### config.mk
export PLATFORM = sky130hd
export DESIGN_NAME = ras_ckpt_flat
export DESIGN_NICKNAME = d
export VERILOG_FILES = /design/src/rtl/ras_pkg.sv /design/src/rtl/ras_ckpt_if.sv /design/src/rtl/ras_circ_stack.sv /design/src/rtl/ras_ckpt.sv /design/src/flat_wrapper.sv
export SDC_FILE = /design/constraint.sdc
export NUM_CORES = 1
export LEC_CHECK = 0
export BUFFER_PORTS_ARGS = -buffer_cell sky130_fd_sc_hd__buf_4
export CAP_MARGIN = 20
export CELL_PAD_IN_SITES_DETAIL_PLACEMENT = 1
export CELL_PAD_IN_SITES_GLOBAL_PLACEMENT = 2
export CORE_MARGIN = 10
export CORE_UTILIZATION = 41
export CTS_BUF_LIST = sky130_fd_sc_hd__clkbuf_8
export DETAILED_ROUTE_END_ITERATION = 10
export HOLD_SLACK_MARGIN = 0.02
export PLACE_DENSITY_LB_ADDON = 0.1
export SYNTH_ARGS = -nofsm -noshare
export SYNTH_HDL_FRONTEND = slang
export SYNTH_SLANG_ARGS = --single-unit
export TNS_END_PERCENT = 1
### constraint.sdc
create_clock -name clk -period 10.45 [get_ports clk]
set_input_delay 1.045 -clock clk [delete_from_list [all_inputs] [get_ports clk]]
set_output_delay 1.045 -clock clk [all_outputs]
set_load 0.01 [all_outputs]
### src/rtl/ras_pkg.sv
// Shared front-end decode constants and helpers for the return address stack
// and its neighbours (BTB, direction predictor).
package ras_pkg;

  localparam logic [5:0] OPC_SPECIAL = 6'b000000;
  localparam logic [5:0] FUNCT_JR    = 6'b001000;

  // Per-cycle stack action, in descending priority order.
  typedef enum logic [2:0] {
    UPD_FLUSH,
    UPD_STALL,
    UPD_SAME,
    UPD_PUSH,
    UPD_POP,
    UPD_IDLE
  } upd_e;

  // A return is `jr rs` with rs equal to the link register.
  function automatic logic is_ret(input logic [31:0] instr, input logic [4:0] ra_reg);
    return (instr[31:26] == OPC_SPECIAL) &&
           (instr[5:0]   == FUNCT_JR)    &&
           (instr[25:21] == ra_reg);
  endfunction

endpackage

### src/rtl/ras_ckpt_if.sv
// Front-end to RAS signal bundle: decode/push inputs, flush checkpoint
// restore, and the prediction plus checkpoint-source outputs.
interface ras_ckpt_if #(
  parameter int DEPTH = 8,
  parameter int PTR_W = $clog2(DEPTH)
);

  logic             stall;
  logic [31:0]      if_instr;
  logic [31:0]      id_pc;
  logic             is_link;
  logic             flush;
  logic [PTR_W-1:0] flush_ptr;
  logic [PTR_W:0]   flush_cnt;

  logic             hit;
  logic [31:0]      alt_pc;
  logic [PTR_W-1:0] tos_ptr;
  logic [PTR_W:0]   count;
  logic             ovf;

  modport master (
    output stall, if_instr, id_pc, is_link, flush, flush_ptr, flush_cnt,
    input  hit, alt_pc, tos_ptr, count, ovf
  );

  modport slave (
    input  stall, if_instr, id_pc, is_link, flush, flush_ptr, flush_cnt,
    output hit, alt_pc, tos_ptr, count, ovf
  );

endinterface

### src/rtl/ras_circ_stack.sv
// Circular DEPTH x 32 return-address storage: one synchronous write port and
// an asynchronous read of the entry selected by the top-of-stack pointer.
module ras_circ_stack #(
  parameter int DEPTH = 8,
  parameter int PTR_W = $clog2(DEPTH)
) (
  input  logic             clk,
  input  logic             reset,
  input  logic             we_i,
  input  logic [PTR_W-1:0] waddr_i,
  input  logic [31:0]      wdata_i,
  input  logic [PTR_W-1:0] raddr_i,
  output logic [31:0]      rdata_o
);

  logic [31:0] mem_q [DEPTH];

  // NOTE: entries are reset so a prediction read from an empty stack is a
  // defined 0; this forces flops rather than a RAM macro, which is fine at
  // this depth.
  always_ff @(posedge clk or posedge reset) begin
    if (reset) begin
      for (int i = 0; i < DEPTH; i++) mem_q[i] <= '0;
    end else if (we_i) begin
      mem_q[waddr_i] <= wdata_i;
    end
  end

  assign rdata_o = mem_q[raddr_i];

endmodule

### src/rtl/ras_ckpt.sv
// Return address stack with wrap-around overwrite, same-cycle call/return
// bypass, and pointer/count checkpoint restore on front-end flush.
module ras_ckpt
  import ras_pkg::*;
#(
  parameter int DEPTH    = 8,
  parameter int PTR_W    = $clog2(DEPTH),
  parameter int RA_REG   = 31,
  parameter int LINK_OFS = 8
) (
  input  logic       clk,
  input  logic       reset,
  ras_ckpt_if.slave  bus
);

  localparam int CNT_W = PTR_W + 1;
  localparam logic [CNT_W-1:0] CNT_FULL = CNT_W'(DEPTH);

  logic [PTR_W-1:0] tos_ptr_q, tos_ptr_d;
  logic [CNT_W-1:0] count_q,   count_d;
  logic             ovf_q,     ovf_d;

  logic             ret;
  logic             same;
  logic             hit;
  logic             full;
  logic             empty;
  logic [31:0]      link_addr;
  logic [PTR_W-1:0] ptr_inc;
  logic [PTR_W-1:0] ptr_dec;
  logic [31:0]      top_data;
  logic             we;
  upd_e             upd;

  assign ret       = is_ret(bus.if_instr, 5'(RA_REG));
  assign same      = ret & bus.is_link;
  assign empty     = (count_q == '0);
  assign full      = (count_q == CNT_FULL);
  assign hit       = ret & (~empty | bus.is_link);
  assign link_addr = bus.id_pc + 32'(LINK_OFS);
  assign ptr_inc   = tos_ptr_q + PTR_W'(1);
  assign ptr_dec   = tos_ptr_q - PTR_W'(1);

  // Flush outranks stall: a checkpoint restore must land even while frozen.
  always_comb begin
    if (bus.flush)                    upd = UPD_FLUSH;
    else if (bus.stall)               upd = UPD_STALL;
    else if (same)                    upd = UPD_SAME;
    else if (bus.is_link)             upd = UPD_PUSH;
    else if (hit)                     upd = UPD_POP;
    else                              upd = UPD_IDLE;
  end

  // NOTE: every always_comb output gets a default first so no path leaves a
  // signal unassigned and infers a latch.
  always_comb begin
    tos_ptr_d = tos_ptr_q;
    count_d   = count_q;
    ovf_d     = 1'b0;
    we        = 1'b0;
    unique case (upd)
      UPD_FLUSH: begin
        tos_ptr_d = bus.flush_ptr;
        count_d   = (bus.flush_cnt > CNT_FULL) ? CNT_FULL : bus.flush_cnt;
      end
      UPD_PUSH: begin
        tos_ptr_d = ptr_inc;
        we        = 1'b1;
        count_d   = full ? count_q : count_q + CNT_W'(1);
        ovf_d     = full;
      end
      UPD_POP: begin
        tos_ptr_d = ptr_dec;
        count_d   = count_q - CNT_W'(1);
      end
      default: ;
    endcase
  end

  // NOTE: state registers use non-blocking assignments so every flop samples
  // the pre-edge value of its neighbours.
  always_ff @(posedge clk or posedge reset) begin
    if (reset) begin
      tos_ptr_q <= '0;
      count_q   <= '0;
      ovf_q     <= 1'b0;
    end else begin
      tos_ptr_q <= tos_ptr_d;
      count_q   <= count_d;
      ovf_q     <= ovf_d;
    end
  end

  ras_circ_stack #(
    .DEPTH (DEPTH),
    .PTR_W (PTR_W)
  ) u_stack (
    .clk     (clk),
    .reset   (reset),
    .we_i    (we),
    .waddr_i (ptr_inc),
    .wdata_i (link_addr),
    .raddr_i (tos_ptr_q),
    .rdata_o (top_data)
  );

  assign bus.hit     = hit;
  assign bus.alt_pc  = same ? link_addr : top_data;
  assign bus.tos_ptr = tos_ptr_q;
  assign bus.count   = count_q;
  assign bus.ovf     = ovf_q;

endmodule
### src/flat_wrapper.sv
// flat-port wrapper written by rule: the top's interface ports become plain ports
module ras_ckpt_flat import ras_pkg::*;
#(
  parameter int DEPTH    = 8,
  parameter int PTR_W    = $clog2(DEPTH),
  parameter int RA_REG   = 31,
  parameter int LINK_OFS = 8
)
  (clk, reset, bus_stall, bus_if_instr, bus_id_pc, bus_is_link, bus_flush, bus_flush_ptr, bus_flush_cnt, bus_hit, bus_alt_pc, bus_tos_ptr, bus_count, bus_ovf);
  ras_ckpt_if #(.DEPTH(DEPTH), .PTR_W(PTR_W)) bus_i ();
  input  logic clk;
  input  logic reset;
  input wire logic [$bits(bus_i.stall)-1:0] bus_stall;
  input wire logic [$bits(bus_i.if_instr)-1:0] bus_if_instr;
  input wire logic [$bits(bus_i.id_pc)-1:0] bus_id_pc;
  input wire logic [$bits(bus_i.is_link)-1:0] bus_is_link;
  input wire logic [$bits(bus_i.flush)-1:0] bus_flush;
  input wire logic [$bits(bus_i.flush_ptr)-1:0] bus_flush_ptr;
  input wire logic [$bits(bus_i.flush_cnt)-1:0] bus_flush_cnt;
  output wire logic [$bits(bus_i.hit)-1:0] bus_hit;
  output wire logic [$bits(bus_i.alt_pc)-1:0] bus_alt_pc;
  output wire logic [$bits(bus_i.tos_ptr)-1:0] bus_tos_ptr;
  output wire logic [$bits(bus_i.count)-1:0] bus_count;
  output wire logic [$bits(bus_i.ovf)-1:0] bus_ovf;
  assign bus_i.stall = bus_stall;
  assign bus_i.if_instr = bus_if_instr;
  assign bus_i.id_pc = bus_id_pc;
  assign bus_i.is_link = bus_is_link;
  assign bus_i.flush = bus_flush;
  assign bus_i.flush_ptr = bus_flush_ptr;
  assign bus_i.flush_cnt = bus_flush_cnt;
  assign bus_hit = bus_i.hit;
  assign bus_alt_pc = bus_i.alt_pc;
  assign bus_tos_ptr = bus_i.tos_ptr;
  assign bus_count = bus_i.count;
  assign bus_ovf = bus_i.ovf;
  ras_ckpt #(.DEPTH(DEPTH), .PTR_W(PTR_W), .RA_REG(RA_REG), .LINK_OFS(LINK_OFS)) u_core (.clk(clk), .reset(reset), .bus(bus_i));
endmodule
Word-level counts from Yosys, hierarchy flattened

Cells that the tools add are included.

Add/sub/neg operators: 5
Magnitude comparators: 4
Equality and inequality tests: 6
Multiplexer cells: 18
Bitwise operators: 6
Reductions and logical operators: 8

Operators with widths:

| operator              | number |
|---|---|
| $bwmux 256            | 1 |
| $mux 32               | 4 |
| $bmux 32 s3           | 1 |
| $demux 32 s3          | 1 |
| $add 32x4->32 const B | 1 |
| $mux 3                | 4 |
| $pmux 4 s3            | 1 |
| $pmux 3 s3            | 1 |
| $ge 4x4->1 const B    | 2 |
| $mux 4                | 2 |
| $not 3->4             | 2 |
| $eq 6x4->1 const B    | 1 |
| $logic_not 6->1       | 1 |
| $eq 5x5->1 const B    | 1 |
| $add 4x1->4 const B   | 1 |
| $eq 4x4->1 const B    | 1 |
| $gt 4x4->1 const B    | 1 |
| $logic_not 4->1       | 1 |
| $lt 4x1->1 const B    | 1 |
| $sub 4x1->4 const B   | 1 |
| $add 3x1->3 const B   | 1 |
| $eq 3x2->1 const B    | 1 |
| $eq 3x3->1 const B    | 1 |
| $logic_and 1x1->1     | 3 |
| other kinds (9)       | 12 |

Bits in registers: 264
Input bits: 76
Output and inout port bits: 41
Word-level logic and storage cells: 58

Depth between registers and ports, before layout

Depth after elaboration: 12
Depth in mapped cells: 11
Depth with buffers taken out: 11

Modules after synthesis

A second synthesis with hierarchy kept.

Cells, all modules: 869
Area, all modules: 13342.8 um2

Modules (own cells, without submodules):

| module         | times used | cells an instance | area each (um2) | seq. area each (um2) |
|---|---|---|---|---|
| ras_circ_stack | 1          | 666               | 11651.2         | 6406.1 |
| ras_ckpt       | 1          | 203               | 1691.6          | 200.2 |

Least setup slack after synthesis

No wires, ideal clock.

Path kind: input to output
Start: input port bus_if_instr[5]
End: output port bus_alt_pc[10]
Data arrival time: 2.602 ns
Data required time: 9.405 ns
Slack: 6.803 ns
Stages: 6
Buffers on the path: 1
Cell sequence: nand2b_4 -> or4b_4 -> nor3_2 -> buf_2 -> a211oi_1 -> a21oi_1

Longest elaborated chain between the ends: 5

RTL lines:

| item              | line               | source |
|---|---|---|
| start, declared   | flat_wrapper.sv:14 | `input wire logic [$bits(bus_i.if_instr)-1:0] bus_if_instr;` |
| $eq 6x4->1        | ras_pkg.sv:21      | `(instr[5:0] == FUNCT_JR) &&` |
| $logic_and 1x1->1 | ras_pkg.sv:20      | `return (instr[31:26] == OPC_SPECIAL) &&` |
| $logic_and 1x1->1 | ras_pkg.sv:21      |  |
| $and 1x1->1       | ras_ckpt.sv:36     | `assign same = ret & bus.is_link;` |
| $mux 32           | ras_ckpt.sv:108    | `assign bus.alt_pc = same ? link_addr : top_data;` |
| end, declared     | flat_wrapper.sv:21 | `output wire logic [$bits(bus_i.alt_pc)-1:0] bus_alt_pc;` |

No other way between the ends.

Final worst setup path

Start: input port bus_id_pc[3]
End: output port bus_alt_pc[31]

Longest elaborated chain between the ends: 2

RTL lines:

| item            | line               | source |
|---|---|---|
| start, declared | flat_wrapper.sv:15 | `input wire logic [$bits(bus_i.id_pc)-1:0] bus_id_pc;` |
| $add 32x4->32   | ras_ckpt.sv:40     | `assign link_addr = bus.id_pc + 32'(LINK_OFS);` |
| $mux 32         | ras_ckpt.sv:108    |  |

No other way between the ends.

==> impl_metrics.env <==
export IMPL_dieArea_um2=38100
export IMPL_clk_latency_ns=0.56
export IMPL_placed_cell_area_um2=13600
export IMPL_routed_wl_mm=34.5
export IMPL_clock_sinks=264
export IMPL_hold_violations=0
export IMPL_drive_gt1_share_pct=22.4
export IMPL_leakage_nw=6.35
export IMPL_relSlewSlack_pct=38.9
export IMPL_synth_area_leaders="dfrtp_1 52%, mux4_2 11%, a21oi_1 8.1%"
export IMPL_cts_resized=0
export IMPL_synth_top_area_share_pct=52.5
export IMPL_synth_edff_count=0
export IMPL_ys_seq_area_share_pct=52.5
export IMPL_ys_flop_type="dfrtp_1"
export IMPL_min_path_cells=2
export IMPL_syn_area_per_cell_um2=10.9
export IMPL_required_ns=9.41
export IMPL_peakVddDrop_mv=0.121
export IMPL_h_tree_depth=2
export IMPL_slowest_stage="xor2_1"
export IMPL_cts_path_max_buffers=3
export IMPL_drtAntennaViolNets=0
export IMPL_post_cts_setup_buffers=0
export IMPL_post_drt_wl_per_cell_um=20.6
export IMPL_ios=117
export IMPL_stdcell_count=1671
export IMPL_fin_tns_setup_ns=0
export IMPL_grt_pass1_wl_mm=55.7
export IMPL_synth_warnings=0
export IMPL_p_per_area_nw_per_um2=272
export IMPL_rsz0062_at_grt="no"
export IMPL_slew_viol_final=0
export IMPL_post_drt_via_cell_ratio=5.37
export IMPL_clock_skew_ns=0.0185
export IMPL_cts_tree="done"
export IMPL_fmax_mhz=211
export IMPL_overflow=0
export IMPL_cpMostUsedCell="buf_4"
export IMPL_critPathArrivalTime_ns=3.70
export IMPL_rows=64
export IMPL_grt_max_degree=164
export IMPL_area_growth_syn_to_layout_pct=15.5
export IMPL_antenna_found_initial=0
export IMPL_fin_crit_ns=4.74
export IMPL_hpwl_mm=20.4
export IMPL_path_class="in2out"
export IMPL_final_area_um2=14600
export IMPL_reg2reg_depth=7
export IMPL_cts_inserted_buffers=48
export IMPL_final_nets=1321
export IMPL_dr_pass1_iters=4
export IMPL_critPathMaxStageDelay_ns=0.61
export IMPL_synthesis_nets=1236
export IMPL_worst_slack_ns=5.71
export IMPL_status="finished, final reports clean"
export IMPL_synthArstFlopShare_pct=100
export IMPL_dp_slack_ns=5.65
export IMPL_crit_chain="buf_4 > ha_1 > nand2_1 > nor3_2 > and3_1 > nand4_1 > xor2_1 > a21oi_1 > buf_4"
export IMPL_hp_class="reg2reg"
export IMPL_io_buffer_count=101
export IMPL_layout_commonest_cell="dfrtp_1"
export IMPL_ctsHoldBuffers=0
export IMPL_yosysUniqueCellTypes=52
export IMPL_core_area_um2=30400
export IMPL_num_antenna_cells=0
export IMPL_clkTransAtPathRegs_ns=0.05
export IMPL_yosys_area_top_type="dfrtp_1"
export IMPL_dp_cells=1585
export IMPL_drtIter0Drc=356
export IMPL_place_gp_congestion=0.726
export IMPL_nFillCells=3337
export IMPL_first_global_vias=9697
export IMPL_fin_crit_sh_pct=45.4
export IMPL_route_vias_total=8981
export IMPL_netlist_area_um2=12600
export IMPL_ys_seq_elements=264
export IMPL_die_x_um=195
export IMPL_endpoint_kind="output pin"
export IMPL_cap_violations=0
export IMPL_syn_inst=1154
export IMPL_final_cell_mix="261 x dfrtp_1, 203 x a21oi_1, 181 x nor2_1"
export IMPL_setup_viol=0
export IMPL_track_usage_pct=18.1
export IMPL_cp_max_fo=13
export IMPL_start_kind="input port"
export IMPL_start_util_pct=41.4
export IMPL_route_detailed_drc=0
export IMPL_tightestPinTransition_ns=0.910
export IMPL_root_buffer="clkbuf_8"
export IMPL_fp_dieH_um=195
worst max-delay path, delay by kind of cell:
kind            cells  cell delay, ns
compound gates      1            0.16
xor+xnor            1            0.61
fa+ha+maj           1            0.26
buf+inv             2            0.35
simple gates        4            1.26
stage by stage:
step                power (W)  util, %  hold WS [ns]
floorplan             0.00264        -         0.445
detailed placement    0.00305     44.7         0.469
finish                0.00396     47.8         0.475
CTS                   0.00402     47.8         0.482
global placement      0.00298     44.7         0.458
global route          0.00428     47.8         0.502
power breakdown:
group	total (W)	internal, W	switching (W)
sequential	0.00180	0.00152	0.000276
clock	0.000953	0.000520	0.000433
combinational	0.00121	0.000680	0.000530
total	0.00396	0.00272	0.00124
per-layer routing:
layer / wire length (um) / vias to the layer above / share of wire [%] / GRT usage, %
li1: - / 4268 / - / -
met1: 16100 / 4572 / 47 / 24.1
met2: 16900 / 102 / 49 / 30.3
met3: 1090 / 39 / 3.2 / 3.01
met4: 448 / 0 / 1.3 / 3.85
met5: 0 / - / 0 / 0
kinds of logic after synthesis:
kind of cell    Yosys count  share of synthesized area [%]
mux                     106                           15.3
simple gates            352                           12.7
flops                   264                           52.5
fa+ha+maj                 6                          0.656
buf+inv                  93                           3.75
xor+xnor                 31                           2.16
compound gates          302                           12.9
synth_stat cells (2+ instances only):
cell	n
a211oi_1	29
a21boi_0	2
a21oi_1	203
and2_1	2
and3_1	11
and4_1	2
buf_1	2
buf_2	32
buf_4	2
buf_6	10
clkbuf_1	36
dfrtp_1	264
ha_1	5
inv_1	9
mux2_1	12
mux2_2	14
mux2_4	7
mux2i_1	9
mux4_2	64
nand2_1	81
nand3_1	12
nand4_1	6
nor2_1	183
nor2b_1	28
nor3_1	4
nor3_2	5
nor4_1	5
o211ai_1	3
o21ai_0	54
o21ai_1	4
or4_1	4
xnor2_1	10
xor2_1	21
flip-flops by register name, indices dropped and copies added, names as in the netlist:
| signal | flops |
|---|---|
| u_core.bus.count | 4 |
| u_core.bus.ovf | 1 |
| u_core.bus.tos_ptr | 3 |
| u_core.u_stack.mem_q | 256 |
final cells by class:
| type | count | area, um^2 | area share [%] |
|---|---|---|---|
| clock inverter | 25 | 100 | 0.688 |
| inverter | 11 | 48.8 | 0.335 |
| multi-input combinational | 797 | 5560 | 38.2 |
| clock buffer | 61 | 840 | 5.77 |
| sequential | 264 | 6620 | 45.5 |
| timing repair buffer | 117 | 891 | 6.12 |
| tap | 396 | 495 | 3.40 |
worst paths after layout:
kind | start | slack (ns) | end
setup / recovery | bus_id_pc[3] | 5.71 | bus_alt_pc[31]
hold / removal | u_core.u_stack.mem_q[80] | 0.48 | u_core.u_stack.mem_q[80]
setup reg to reg | u_core.bus.tos_ptr[0] | 6.41 | u_core.u_stack.mem_q[173]
hold reg to reg | u_core.u_stack.mem_q[80] | 0.48 | u_core.u_stack.mem_q[80]
max in group asynchronous | reset | 8.49 | u_core.u_stack.mem_q[50]
min in group asynchronous | reset | 0.60 | u_core.u_stack.mem_q[96]
(Power assumes the default switching activity.)
